**config.mk**
```make
export PLATFORM = sky130hd
export DESIGN_NAME = axi_lite_csr_regfile_flat
export DESIGN_NICKNAME = d
export VERILOG_FILES = /design/src/rtl/axi_lite_csr_regfile_if.sv /design/src/rtl/axi_lite_csr_regfile.sv /design/src/flat_wrapper.sv
export SDC_FILE = /design/constraint.sdc
export NUM_CORES = 1
export LEC_CHECK = 0
export CORE_AREA = 2 2 459 461
export DETAILED_ROUTE_END_ITERATION = 10
export DIE_AREA = 0 0 461 463
export PLACE_DENSITY = 0.32
export SLEW_MARGIN = 20
export SYNTH_ARGS = -nofsm -noshare
export SYNTH_HDL_FRONTEND = slang
export SYNTH_SLANG_ARGS = --single-unit
export TNS_END_PERCENT = 5
```
**constraint.sdc**
```tcl
create_clock -name clk -period 2.2 [get_ports clk]
set_input_delay 0.44 -clock clk [delete_from_list [all_inputs] [get_ports clk]]
set_output_delay 0.44 -clock clk [all_outputs]
set_load 0.005 [all_outputs]
```
**src/rtl/axi_lite_csr_regfile_if.sv**
```systemverilog
// AXI4-Lite CSR bus bundle between the platform wrapper and
// the accelerator register file.
interface axi_lite_csr_regfile_if #(
  parameter int DATA_W = 32,
  parameter int ADDR_W = 32
);
  logic                csr_AWVALID;
  logic                csr_AWREADY;
  logic [ADDR_W-1:0]   csr_AWADDR;
  logic [2:0]          csr_AWPROT;
  logic                csr_WVALID;
  logic                csr_WREADY;
  logic [DATA_W-1:0]   csr_WDATA;
  logic [DATA_W/8-1:0] csr_WSTRB;
  logic                csr_BVALID;
  logic                csr_BREADY;
  logic [1:0]          csr_BRESP;
  logic                csr_ARVALID;
  logic                csr_ARREADY;
  logic [ADDR_W-1:0]   csr_ARADDR;
  logic [2:0]          csr_ARPROT;
  logic                csr_RVALID;
  logic                csr_RREADY;
  logic [DATA_W-1:0]   csr_RDATA;
  logic [1:0]          csr_RRESP;

  modport master (
    output csr_AWVALID, csr_AWADDR, csr_AWPROT,
    input  csr_AWREADY,
    output csr_WVALID, csr_WDATA, csr_WSTRB,
    input  csr_WREADY,
    input  csr_BVALID, csr_BRESP,
    output csr_BREADY,
    output csr_ARVALID, csr_ARADDR, csr_ARPROT,
    input  csr_ARREADY,
    input  csr_RVALID, csr_RDATA, csr_RRESP,
    output csr_RREADY
  );

  modport slave (
    input  csr_AWVALID, csr_AWADDR, csr_AWPROT,
    output csr_AWREADY,
    input  csr_WVALID, csr_WDATA, csr_WSTRB,
    output csr_WREADY,
    output csr_BVALID, csr_BRESP,
    input  csr_BREADY,
    input  csr_ARVALID, csr_ARADDR, csr_ARPROT,
    output csr_ARREADY,
    output csr_RVALID, csr_RDATA, csr_RRESP,
    input  csr_RREADY
  );
endinterface

```
**src/rtl/axi_lite_csr_regfile.sv**
```systemverilog
// AXI4-Lite register file: RW regs driven on regs_out,
// RO regs sampled from regs_in, per-register write pulses.
module axi_lite_csr_regfile #(
  parameter int DATA_W   = 32,
  parameter int ADDR_W   = 32,
  parameter int NUM_REGS = 16,
  parameter logic [NUM_REGS-1:0] RO_MASK = '0
) (
  input  logic                         clk,
  input  logic                         reset,
  axi_lite_csr_regfile_if.slave        csr,
  output logic [NUM_REGS*DATA_W-1:0]   regs_out,
  input  logic [NUM_REGS*DATA_W-1:0]   regs_in,
  output logic [NUM_REGS-1:0]          wr_pulse
);

  localparam int IDX_W = (NUM_REGS > 1) ? $clog2(NUM_REGS) : 1;
  localparam int OFS_W = $clog2(DATA_W/8);
  localparam int NB    = DATA_W/8;
  // One extra index bit so a power-of-two file still sees the
  // first address past its end as out of range.
  localparam int DEC_W = IDX_W + 1;

  typedef enum logic [1:0] {
    W_COLLECT,
    W_COMMIT,
    W_RESP
  } w_state_t;

  typedef enum logic {
    R_IDLE,
    R_RESP
  } r_state_t;

  w_state_t w_state, w_state_d;
  r_state_t r_state, r_state_d;

  logic awready, awready_d;
  logic wready, wready_d;
  logic aw_held, aw_held_d;
  logic w_held, w_held_d;
  logic bvalid, bvalid_d;
  logic [1:0] bresp;

  logic arready, arready_d;
  logic rvalid, rvalid_d;
  logic [DATA_W-1:0] rdata, rdata_d;
  logic [1:0] rresp, rresp_d;

  logic [DEC_W-1:0]  aw_dec;
  logic [DATA_W-1:0] wdata_q;
  logic [NB-1:0]     wstrb_q;
  logic [DATA_W-1:0] regs_q [NUM_REGS];

  logic aw_fire, w_fire, ar_fire, w_commit;
  logic w_bad, r_bad;
  logic [IDX_W-1:0] w_idx, r_idx;
  logic [DEC_W-1:0] ar_dec;

  assign aw_fire  = csr.csr_AWVALID & awready;
  assign w_fire   = csr.csr_WVALID & wready;
  assign ar_fire  = csr.csr_ARVALID & arready;
  assign w_commit = (w_state == W_COMMIT);

  assign w_bad = aw_dec >= DEC_W'(NUM_REGS);
  assign w_idx = aw_dec[IDX_W-1:0];
  assign ar_dec = csr.csr_ARADDR[OFS_W +: DEC_W];
  assign r_bad = ar_dec >= DEC_W'(NUM_REGS);
  assign r_idx = ar_dec[IDX_W-1:0];

  assign csr.csr_AWREADY = awready;
  assign csr.csr_WREADY  = wready;
  assign csr.csr_BVALID  = bvalid;
  assign csr.csr_BRESP   = bresp;
  assign csr.csr_ARREADY = arready;
  assign csr.csr_RVALID  = rvalid;
  assign csr.csr_RDATA   = rdata;
  assign csr.csr_RRESP   = rresp;

  logic unused;
  assign unused = ^{
    csr.csr_AWPROT,
    csr.csr_ARPROT,
    csr.csr_AWADDR[OFS_W-1:0],
    csr.csr_ARADDR[OFS_W-1:0],
    csr.csr_AWADDR[ADDR_W-1:OFS_W+DEC_W],
    csr.csr_ARADDR[ADDR_W-1:OFS_W+DEC_W]
  };

  always_ff @(posedge clk or negedge reset) begin
    if (!reset) begin
      w_state <= W_COLLECT;
      awready <= 1'b0;
      wready  <= 1'b0;
      aw_held <= 1'b0;
      w_held  <= 1'b0;
      bvalid  <= 1'b0;
    end else begin
      w_state <= w_state_d;
      awready <= awready_d;
      wready  <= wready_d;
      aw_held <= aw_held_d;
      w_held  <= w_held_d;
      bvalid  <= bvalid_d;
    end
  end

  always_comb begin
    w_state_d = w_state;
    awready_d = awready;
    wready_d  = wready;
    aw_held_d = aw_held;
    w_held_d  = w_held;
    bvalid_d  = bvalid;
    unique case (w_state)
      W_COLLECT: begin
        if (aw_fire) aw_held_d = 1'b1;
        if (w_fire) w_held_d = 1'b1;
        awready_d = !aw_held_d;
        wready_d  = !w_held_d;
        if (aw_held_d && w_held_d)
          w_state_d = W_COMMIT;
      end
      W_COMMIT: begin
        bvalid_d  = 1'b1;
        w_state_d = W_RESP;
      end
      W_RESP: begin
        if (csr.csr_BREADY) begin
          bvalid_d  = 1'b0;
          aw_held_d = 1'b0;
          w_held_d  = 1'b0;
          awready_d = 1'b1;
          wready_d  = 1'b1;
          w_state_d = W_COLLECT;
        end
      end
      default: w_state_d = W_COLLECT;
    endcase
  end

  always_ff @(posedge clk or negedge reset) begin
    if (!reset) begin
      aw_dec   <= '0;
      wdata_q  <= '0;
      wstrb_q  <= '0;
      bresp    <= 2'b00;
      wr_pulse <= '0;
      for (int i = 0; i < NUM_REGS; i++)
        regs_q[i] <= '0;
    end else begin
      wr_pulse <= '0;
      if (aw_fire)
        aw_dec <= csr.csr_AWADDR[OFS_W +: DEC_W];
      if (w_fire) begin
        wdata_q <= csr.csr_WDATA;
        wstrb_q <= csr.csr_WSTRB;
      end
      if (w_commit) begin
        bresp <= w_bad ? 2'b10 : 2'b00;
        if (!w_bad && !RO_MASK[w_idx]) begin
          wr_pulse[w_idx] <= 1'b1;
          for (int b = 0; b < NB; b++)
            if (wstrb_q[b])
              regs_q[w_idx][b*8 +: 8] <= wdata_q[b*8 +: 8];
        end
      end
    end
  end

  for (genvar g = 0; g < NUM_REGS; g++) begin : g_out
    assign regs_out[g*DATA_W +: DATA_W] = regs_q[g];
  end

  always_ff @(posedge clk or negedge reset) begin
    if (!reset) begin
      r_state <= R_IDLE;
      arready <= 1'b0;
      rvalid  <= 1'b0;
    end else begin
      r_state <= r_state_d;
      arready <= arready_d;
      rvalid  <= rvalid_d;
    end
  end

  always_comb begin
    r_state_d = r_state;
    arready_d = arready;
    rvalid_d  = rvalid;
    unique case (r_state)
      R_IDLE: begin
        arready_d = 1'b1;
        if (ar_fire) begin
          arready_d = 1'b0;
          rvalid_d  = 1'b1;
          r_state_d = R_RESP;
        end
      end
      R_RESP: begin
        if (csr.csr_RREADY) begin
          rvalid_d  = 1'b0;
          arready_d = 1'b1;
          r_state_d = R_IDLE;
        end
      end
    endcase
  end

  // Register array read is pre-commit, so a same-edge write stays hidden.
  always_comb begin
    rdata_d = '0;
    rresp_d = 2'b10;
    if (!r_bad) begin
      rresp_d = 2'b00;
      if (RO_MASK[r_idx])
        rdata_d = regs_in[r_idx*DATA_W +: DATA_W];
      else
        rdata_d = regs_q[r_idx];
    end
  end

  always_ff @(posedge clk or negedge reset) begin
    if (!reset) begin
      rdata <= '0;
      rresp <= 2'b00;
    end else if (ar_fire) begin
      rdata <= rdata_d;
      rresp <= rresp_d;
    end
  end

endmodule
```
**src/flat_wrapper.sv**
```systemverilog
// flat-port wrapper written by rule: the top's interface ports become plain ports
module axi_lite_csr_regfile_flat 
#(
  parameter int DATA_W   = 32,
  parameter int ADDR_W   = 32,
  parameter int NUM_REGS = 16,
  parameter logic [NUM_REGS-1:0] RO_MASK = '0
)
  (clk, reset, regs_out, regs_in, wr_pulse, csr_csr_AWVALID, csr_csr_AWADDR, csr_csr_AWPROT, csr_csr_AWREADY, csr_csr_WVALID, csr_csr_WDATA, csr_csr_WSTRB, csr_csr_WREADY, csr_csr_BVALID, csr_csr_BRESP, csr_csr_BREADY, csr_csr_ARVALID, csr_csr_ARADDR, csr_csr_ARPROT, csr_csr_ARREADY, csr_csr_RVALID, csr_csr_RDATA, csr_csr_RRESP, csr_csr_RREADY);
  axi_lite_csr_regfile_if #(.DATA_W(DATA_W), .ADDR_W(ADDR_W)) csr_i ();
  input  logic clk;
  input  logic reset;
  output logic [NUM_REGS*DATA_W-1:0] regs_out;
  input  logic [NUM_REGS*DATA_W-1:0] regs_in;
  output logic [NUM_REGS-1:0] wr_pulse;
  input wire logic [$bits(csr_i.csr_AWVALID)-1:0] csr_csr_AWVALID;
  input wire logic [$bits(csr_i.csr_AWADDR)-1:0] csr_csr_AWADDR;
  input wire logic [$bits(csr_i.csr_AWPROT)-1:0] csr_csr_AWPROT;
  output wire logic [$bits(csr_i.csr_AWREADY)-1:0] csr_csr_AWREADY;
  input wire logic [$bits(csr_i.csr_WVALID)-1:0] csr_csr_WVALID;
  input wire logic [$bits(csr_i.csr_WDATA)-1:0] csr_csr_WDATA;
  input wire logic [$bits(csr_i.csr_WSTRB)-1:0] csr_csr_WSTRB;
  output wire logic [$bits(csr_i.csr_WREADY)-1:0] csr_csr_WREADY;
  output wire logic [$bits(csr_i.csr_BVALID)-1:0] csr_csr_BVALID;
  output wire logic [$bits(csr_i.csr_BRESP)-1:0] csr_csr_BRESP;
  input wire logic [$bits(csr_i.csr_BREADY)-1:0] csr_csr_BREADY;
  input wire logic [$bits(csr_i.csr_ARVALID)-1:0] csr_csr_ARVALID;
  input wire logic [$bits(csr_i.csr_ARADDR)-1:0] csr_csr_ARADDR;
  input wire logic [$bits(csr_i.csr_ARPROT)-1:0] csr_csr_ARPROT;
  output wire logic [$bits(csr_i.csr_ARREADY)-1:0] csr_csr_ARREADY;
  output wire logic [$bits(csr_i.csr_RVALID)-1:0] csr_csr_RVALID;
  output wire logic [$bits(csr_i.csr_RDATA)-1:0] csr_csr_RDATA;
  output wire logic [$bits(csr_i.csr_RRESP)-1:0] csr_csr_RRESP;
  input wire logic [$bits(csr_i.csr_RREADY)-1:0] csr_csr_RREADY;
  assign csr_i.csr_AWVALID = csr_csr_AWVALID;
  assign csr_i.csr_AWADDR = csr_csr_AWADDR;
  assign csr_i.csr_AWPROT = csr_csr_AWPROT;
  assign csr_csr_AWREADY = csr_i.csr_AWREADY;
  assign csr_i.csr_WVALID = csr_csr_WVALID;
  assign csr_i.csr_WDATA = csr_csr_WDATA;
  assign csr_i.csr_WSTRB = csr_csr_WSTRB;
  assign csr_csr_WREADY = csr_i.csr_WREADY;
  assign csr_csr_BVALID = csr_i.csr_BVALID;
  assign csr_csr_BRESP = csr_i.csr_BRESP;
  assign csr_i.csr_BREADY = csr_csr_BREADY;
  assign csr_i.csr_ARVALID = csr_csr_ARVALID;
  assign csr_i.csr_ARADDR = csr_csr_ARADDR;
  assign csr_i.csr_ARPROT = csr_csr_ARPROT;
  assign csr_csr_ARREADY = csr_i.csr_ARREADY;
  assign csr_csr_RVALID = csr_i.csr_RVALID;
  assign csr_csr_RDATA = csr_i.csr_RDATA;
  assign csr_csr_RRESP = csr_i.csr_RRESP;
  assign csr_i.csr_RREADY = csr_csr_RREADY;
  axi_lite_csr_regfile #(.DATA_W(DATA_W), .ADDR_W(ADDR_W), .NUM_REGS(NUM_REGS), .RO_MASK(RO_MASK)) u_core (.clk(clk), .reset(reset), .csr(csr_i), .regs_out(regs_out), .regs_in(regs_in), .wr_pulse(wr_pulse));
endmodule
```
After elaboration in Yosys (flattened, before gate mapping) --
Memories as Yosys holds them, arrays and structs flattened. Index checks and enable logic that the tools add are counted.
Storage, ports and cells: output and inout port bits 569, word-level logic and storage cells 129, flip-flop bits (word level) 615, memories 2, bits in read-only memories 32, bits of input ports 625
Memory list:
- (name not given) | words 16, bits a word 1, rd ports 1, clocked after memory_dff 0, write ports 0, line axi_lite_csr_regfile.sv:216 | if (RO_MASK[r_idx])
- (name not given) | words 16, bits a word 1, rd ports 1, clocked after memory_dff 0, write ports 0, line axi_lite_csr_regfile.sv:161 | if (!w_bad && !RO_MASK[w_idx]) begin
Operators by class: equal/unequal tests 6, mux-type cells 58, bitwise logic cells 6, shift operators 1, order comparisons 8, reduce and logical (&&, ||, !) cells 16
Operator list (number):
- 2-to-1 mux 512 bit | 10
- bitwise mux 512 bit | 4
- demux 32 bit (select 4 bit) | 4
- variable part select 512 x 10 -> 32 bit | 1
- 2-to-1 mux 32 bit | 5
- binary-select mux 32 bit (select 4 bit) | 1
- 2-to-1 mux 16 bit | 3
- 2-to-1 mux 24 bit | 1
- >= comparator 5 bit (second input constant) | 4
- case mux 1 bit (2 select lines) | 8
- 2-to-1 mux 1 bit | 15
- < comparator 4 x 5 -> 1 bit (second input constant) | 2
- NOT 4 -> 5 bit | 2
- AND reduction 2 bit | 5
- 2-to-1 mux 2 bit | 4
- 2-to-1 mux 8 bit | 1
- case mux 2 bit (3 select lines) | 1
- < comparator 5 x 1 -> 1 bit (second input constant) | 1
- demux 1 bit (select 4 bit) | 1
- >= comparator 4 x 1 -> 1 bit (second input constant) | 1
- logical AND 1 bit | 4
- zero test 1 bit | 4
- != test 2 x 1 -> 1 bit (second input constant) | 2
- != test 2 bit (second input constant) | 2
- 6 further kinds | 9

Logic depth before layout (Yosys ltp) --
depth in word-level cells 19, gate-level depth with buffers 7, depth with buffers taken out 4

Worst setup path after synthesis --
No wires, ideal clock.
path type input -> register, start input port csr_csr_ARADDR[4], end register u_core.rdata[6], in the netlist u_core.csr.csr_RDATA[6], slack 0.346 ns, cell stages on the path 6, path buffers 2, arrival 1.731 ns, cell sequence buf_2 clkbuf_1 mux4_2 mux2_2 a22oi_1 nand2_1
Between the ends: cells in the longest elaborated chain, start to end 6, elaborated cells on any way between the ends 10
RTL lines:
- from (decl) | line flat_wrapper.sv:28 | input wire logic [$bits(csr_i.csr_ARADDR)-1:0] csr_csr_ARADDR;
- branches (longest 5 deep; another with variable part select 512 x 10 -> 32 bit)
- 2-to-1 mux 32 bit * | line axi_lite_csr_regfile.sv:214 | if (!r_bad) begin
- to (signal assigned) | line axi_lite_csr_regfile.sv:228 | rdata <= rdata_d;
- to (decl) | line axi_lite_csr_regfile.sv:47 | logic [DATA_W-1:0] rdata, rdata_d;
Every way passes the cells marked *. The select of a mux whose other input is x is not followed. A chain may end at the register's enable or synchronous reset.

Worst setup path after layout --
start register u_core.w_state[1], end register u_core.regs_q, in the netlist u_core.regs_out[325]
Between the ends: cells in the longest elaborated chain, start to end 2
RTL lines:
- from (decl) | line axi_lite_csr_regfile.sv:35 | w_state_t w_state, w_state_d;
- from (signal assigned) | line axi_lite_csr_regfile.sv:99 | w_state <= w_state_d;
- equality test 2 x 1 -> 1 bit | line axi_lite_csr_regfile.sv:63 | assign w_commit = (w_state == W_COMMIT);
- AND reduction 2 bit (no source line)
- to (signal, indexed assignment) | line axi_lite_csr_regfile.sv:165 | regs_q[w_idx][b*8 +: 8] <= wdata_q[b*8 +: 8];
- to (decl) | line axi_lite_csr_regfile.sv:53 | logic [DATA_W-1:0] regs_q [NUM_REGS];
No other way between the ends.

==> impl_metrics.toml <==
[outcome]
outcome = "finished, final reports clean"

[clock_tree]
htree_num_levels = 3
cts_tree = "yes"
path_clk_slew_ps = 60
cts_root_buf = "clkbuf_16"
cts_sinks = 613
clk_latency_ps = 720
cts_buffers = 84
cts.path.max_buffers = 3

[sta]
finClkSkew_ps = 30.1
setup_viol = 0
drv_slew = 0
worst_pin_slew_ps = 944
hold_ws_ps = 226
period_share_pct = 96.4
timing_hold_violations_final = 0
min_period_ps = 2120
slew_headroom_pct = 37.0
fmax_mhz = 471

[drt]
drt-pass1-iter-count = 5
wl_met1_microns = 67200
drc_errors = 0
ant_nets = 0
wirelength_microns = 159000
wl_met3_microns = 16900
dr_wl_met2_microns = 70000
top_layer = "met4"
via_per_inst = 3.58
routedWlPerCell_microns = 29.1
drt-initial-drc-count = 837
vias = 19600

[power_and_ir_drop]
clockPowerShare_pct = 30.0
peakVddDrop_uv = 607
intPower_uw = 30200
swShare_pct = 35.9
p_per_area_mw_per_mm2 = 1120
combPwrFrac_pct = 30.2
p_sw_uw = 16900
leakage_uw = 0.0196
p_seq_share_pct = 39.7

[yosys]
yosysUniqueCellTypes = 41
syn_avg_cell_area_sq_um = 15.4
synth-edff-count = 0
async_reset_ff_share_pct = 100
netlist_instances = 1774
ys.warnings.count = 0
synth_top_area_share_pct = 56.1
ys.flop_type = "dfrtp_1"
synth_area_leader_cell = "dfrtp_1"
syn_area_sq_mm = 0.0273
synth_area_leaders = "dfrtp_1 56%, mux2_2 23%, mux4_2 6.3%"
yosysSeqAreaShare_pct = 56.1
yosys_register_bits = 613

[flow_run]
drv_cap = 0

[worst_setup_path]
crit_fanout = 16
max_stage_delay_ps = 420
crit_chain = "buf_4, and4bb_1, buf_6, nand2b_2, buf_12, nor2_4, buf_12, mux2_2"
crit_family = "buffers and inverters"
cp-start-kind = "flip-flop"
crit_required_ps = 2780
crit_type = "reg -> reg"
cp_common_cell = "buf_12"
slowest_stage = "dfrtp_1"
cp_data_arrival_time_ps = 2700
path_buf_inv = 4
end_kind = "flip-flop"
r2r_slack_ps = 80

[floorplanning]
rows = 168
die_area_sq_mm = 0.213
die_w_microns = 461
dieHeight_microns = 463
core-area_sq_mm = 0.209
boundaryPins = 1194
start_util_pct = 13.1

[cells_and_area]
nFillCells = 22600
fin_nets = 3213
final_cell_count_no_fill = 5468
area_delta_synth_final_pct = 53.8
drive_gt1_share_pct = 42.0

[global_routing]
grt_max_degree = 61
gr-total-overflow = 0
grt_pass1_vias = 21300
grt.total_usage_pct = 14.7
antenna_found_initial = 18
grt_pass1_wl_microns = 210000

[placed_design]
dp.cells = 5306
dp_hpwl_microns = 122000
io_buffers = 619
gp_congestion = 0.757

[worst_hold_path]
hold_class = "in -> async"
power groups by stage:
stage          Sequential (uW)  Clock (uW)  Combinational [uW]
2_1_floorplan            16600           0                5940
3_3_place_gp             19000           0               15500
3_5_place_dp             19000           0               15400
4_1_cts                  18800       14800               14700
5_1_grt                  19300       15100               15400
6_report                 18700       14100               14200
metal layers:
layer,up-vias,global-route usage [%]
met4,0,4.31
met3,162,7.06
met2,708,22.5
met5,-,0
met1,10400,18.1
li1,8317,-
cell families (layout without fill, tap and decap cells):
group                  Yosys count  in the layout  share of synthesized area (%)
AND/OR/NAND/NOR                147            147                           4.22
flip-flops                     613            613                           56.1
buffers and inverters          119            996                           2.11
multiplexers                   768            768                           34.3
AO/OA/AOI/OAI                  126            126                           3.24
other                            1             13                         0.0137
stage by stage:
step | total power [uW] | cell area (sq um) | utilization [%] | setup WS [ps] | setup TNS [ps]
5_1_grt | 49800 | 42000 | 20.2 | -1.77 | -5.40
2_1_floorplan | 22600 | 27400 | - | 346 | 0
6_report | 47000 | 42100 | 20.2 | 78.7 | 0
3_5_place_dp | 34400 | 39400 | 18.9 | -92.5 | -194
3_3_place_gp | 34500 | 39400 | 18.9 | -164 | -291
4_1_cts | 48300 | 42000 | 20.1 | -6.57 | -45.7
path summary, 6_finish.rpt:
kind,startpoint,end,cells after the start
min in group clk,csr_csr_WSTRB[3],u_core.wstrb_q[3],2
max,u_core.w_state[1],u_core.regs_out[325],8
max in group asynchronous,reset,u_core.csr.csr_ARREADY,4
min,reset,u_core.regs_out[493],2
max reg2reg,u_core.w_state[1],u_core.regs_out[325],8
min reg2reg,u_core.r_state,u_core.csr.csr_RVALID,1
state kept, by name, summed over array words and instances, names as in the netlist:
register and flops:
u_core.w_state 2, u_core.csr.csr_RDATA 32, u_core.aw_held 1, u_core.regs_out 512
u_core.w_held 1, u_core.csr.csr_WREADY 1, u_core.wr_pulse 16, u_core.csr.csr_BVALID 1
u_core.csr.csr_RRESP 1, u_core.wstrb_q 4, u_core.csr.csr_AWREADY 1, u_core.csr.csr_RVALID 1
u_core.r_state 1, u_core.csr.csr_ARREADY 1, u_core.aw_dec 5, u_core.wdata_q 32
u_core.csr.csr_BRESP 1
synthesized netlist by cell type (2+ instances only):
cell type  number
a21oi_1         5
a221oi_1       11
a22oi_1        52
a32oi_1        20
and2_1          4
and2b_1         2
buf_2          42
buf_4          14
clkbuf_1       57
dfrtp_1       613
inv_1           2
mux2_2        559
mux2_4          7
mux2i_1       124
mux4_2         77
nand2_1        34
nand2b_1        7
nand3_1         6
nand3_2         2
nand3_4        20
nor2_1         19
nor2_2          8
nor2_4         24
nor2b_1         4
nor3_1          5
o21ai_0        35
or2_1           4
or2_2           4
area by class of cell:
type / instances / area, sq um / area share (%)
Sequential cell: 613 / 15400 / 36.6
Multi-Input combinational cell: 1043 / 11500 / 27.4
Timing Repair Buffer: 844 / 8830 / 21.0
Tap cell: 2805 / 3510 / 8.34
Clock buffer: 131 / 2540 / 6.04
Clock inverter: 19 / 253 / 0.601
Antenna cell: 11 / 27.5 / 0.0654
Inverter: 2 / 7.51 / 0.0178
cell usage in the layout (no fill, tap or decap), types with 17 or more instances in the layout:
master,synthesis,routed
clkdlybuf4s50_1,0,306
dfrtp_2,0,30
dlygate4sd2_1,0,269
dfrtp_1,613,583
mux2i_1,124,124
mux4_2,77,77
clkbuf_8,0,22
nand3_4,20,20
mux2_2,559,559
a32oi_1,20,20
clkbuf_1,57,23
a22oi_1,52,52
nand2_1,34,32
nor2_1,19,17
buf_4,14,136
nor2_4,24,27
dlymetal6s2s_1,0,27
clkbuf_16,0,86
o21ai_0,35,35
buf_12,1,98
what timing repair did:
| item | in CTS | in global routing |
|---|---|---|
| pin swaps | 1 | 1 |
| endpoints found under the hold margin | 152 | 0 |
| hold buffers | 1 | 0 |
| resized for setup | 308 | 30 |
| setup endpoints to repair | 305 | 93 |
| buffers inserted | 0 | 0 |
| cloned | 0 | 0 |
Note: power is estimated with default switching activity, not from simulation.
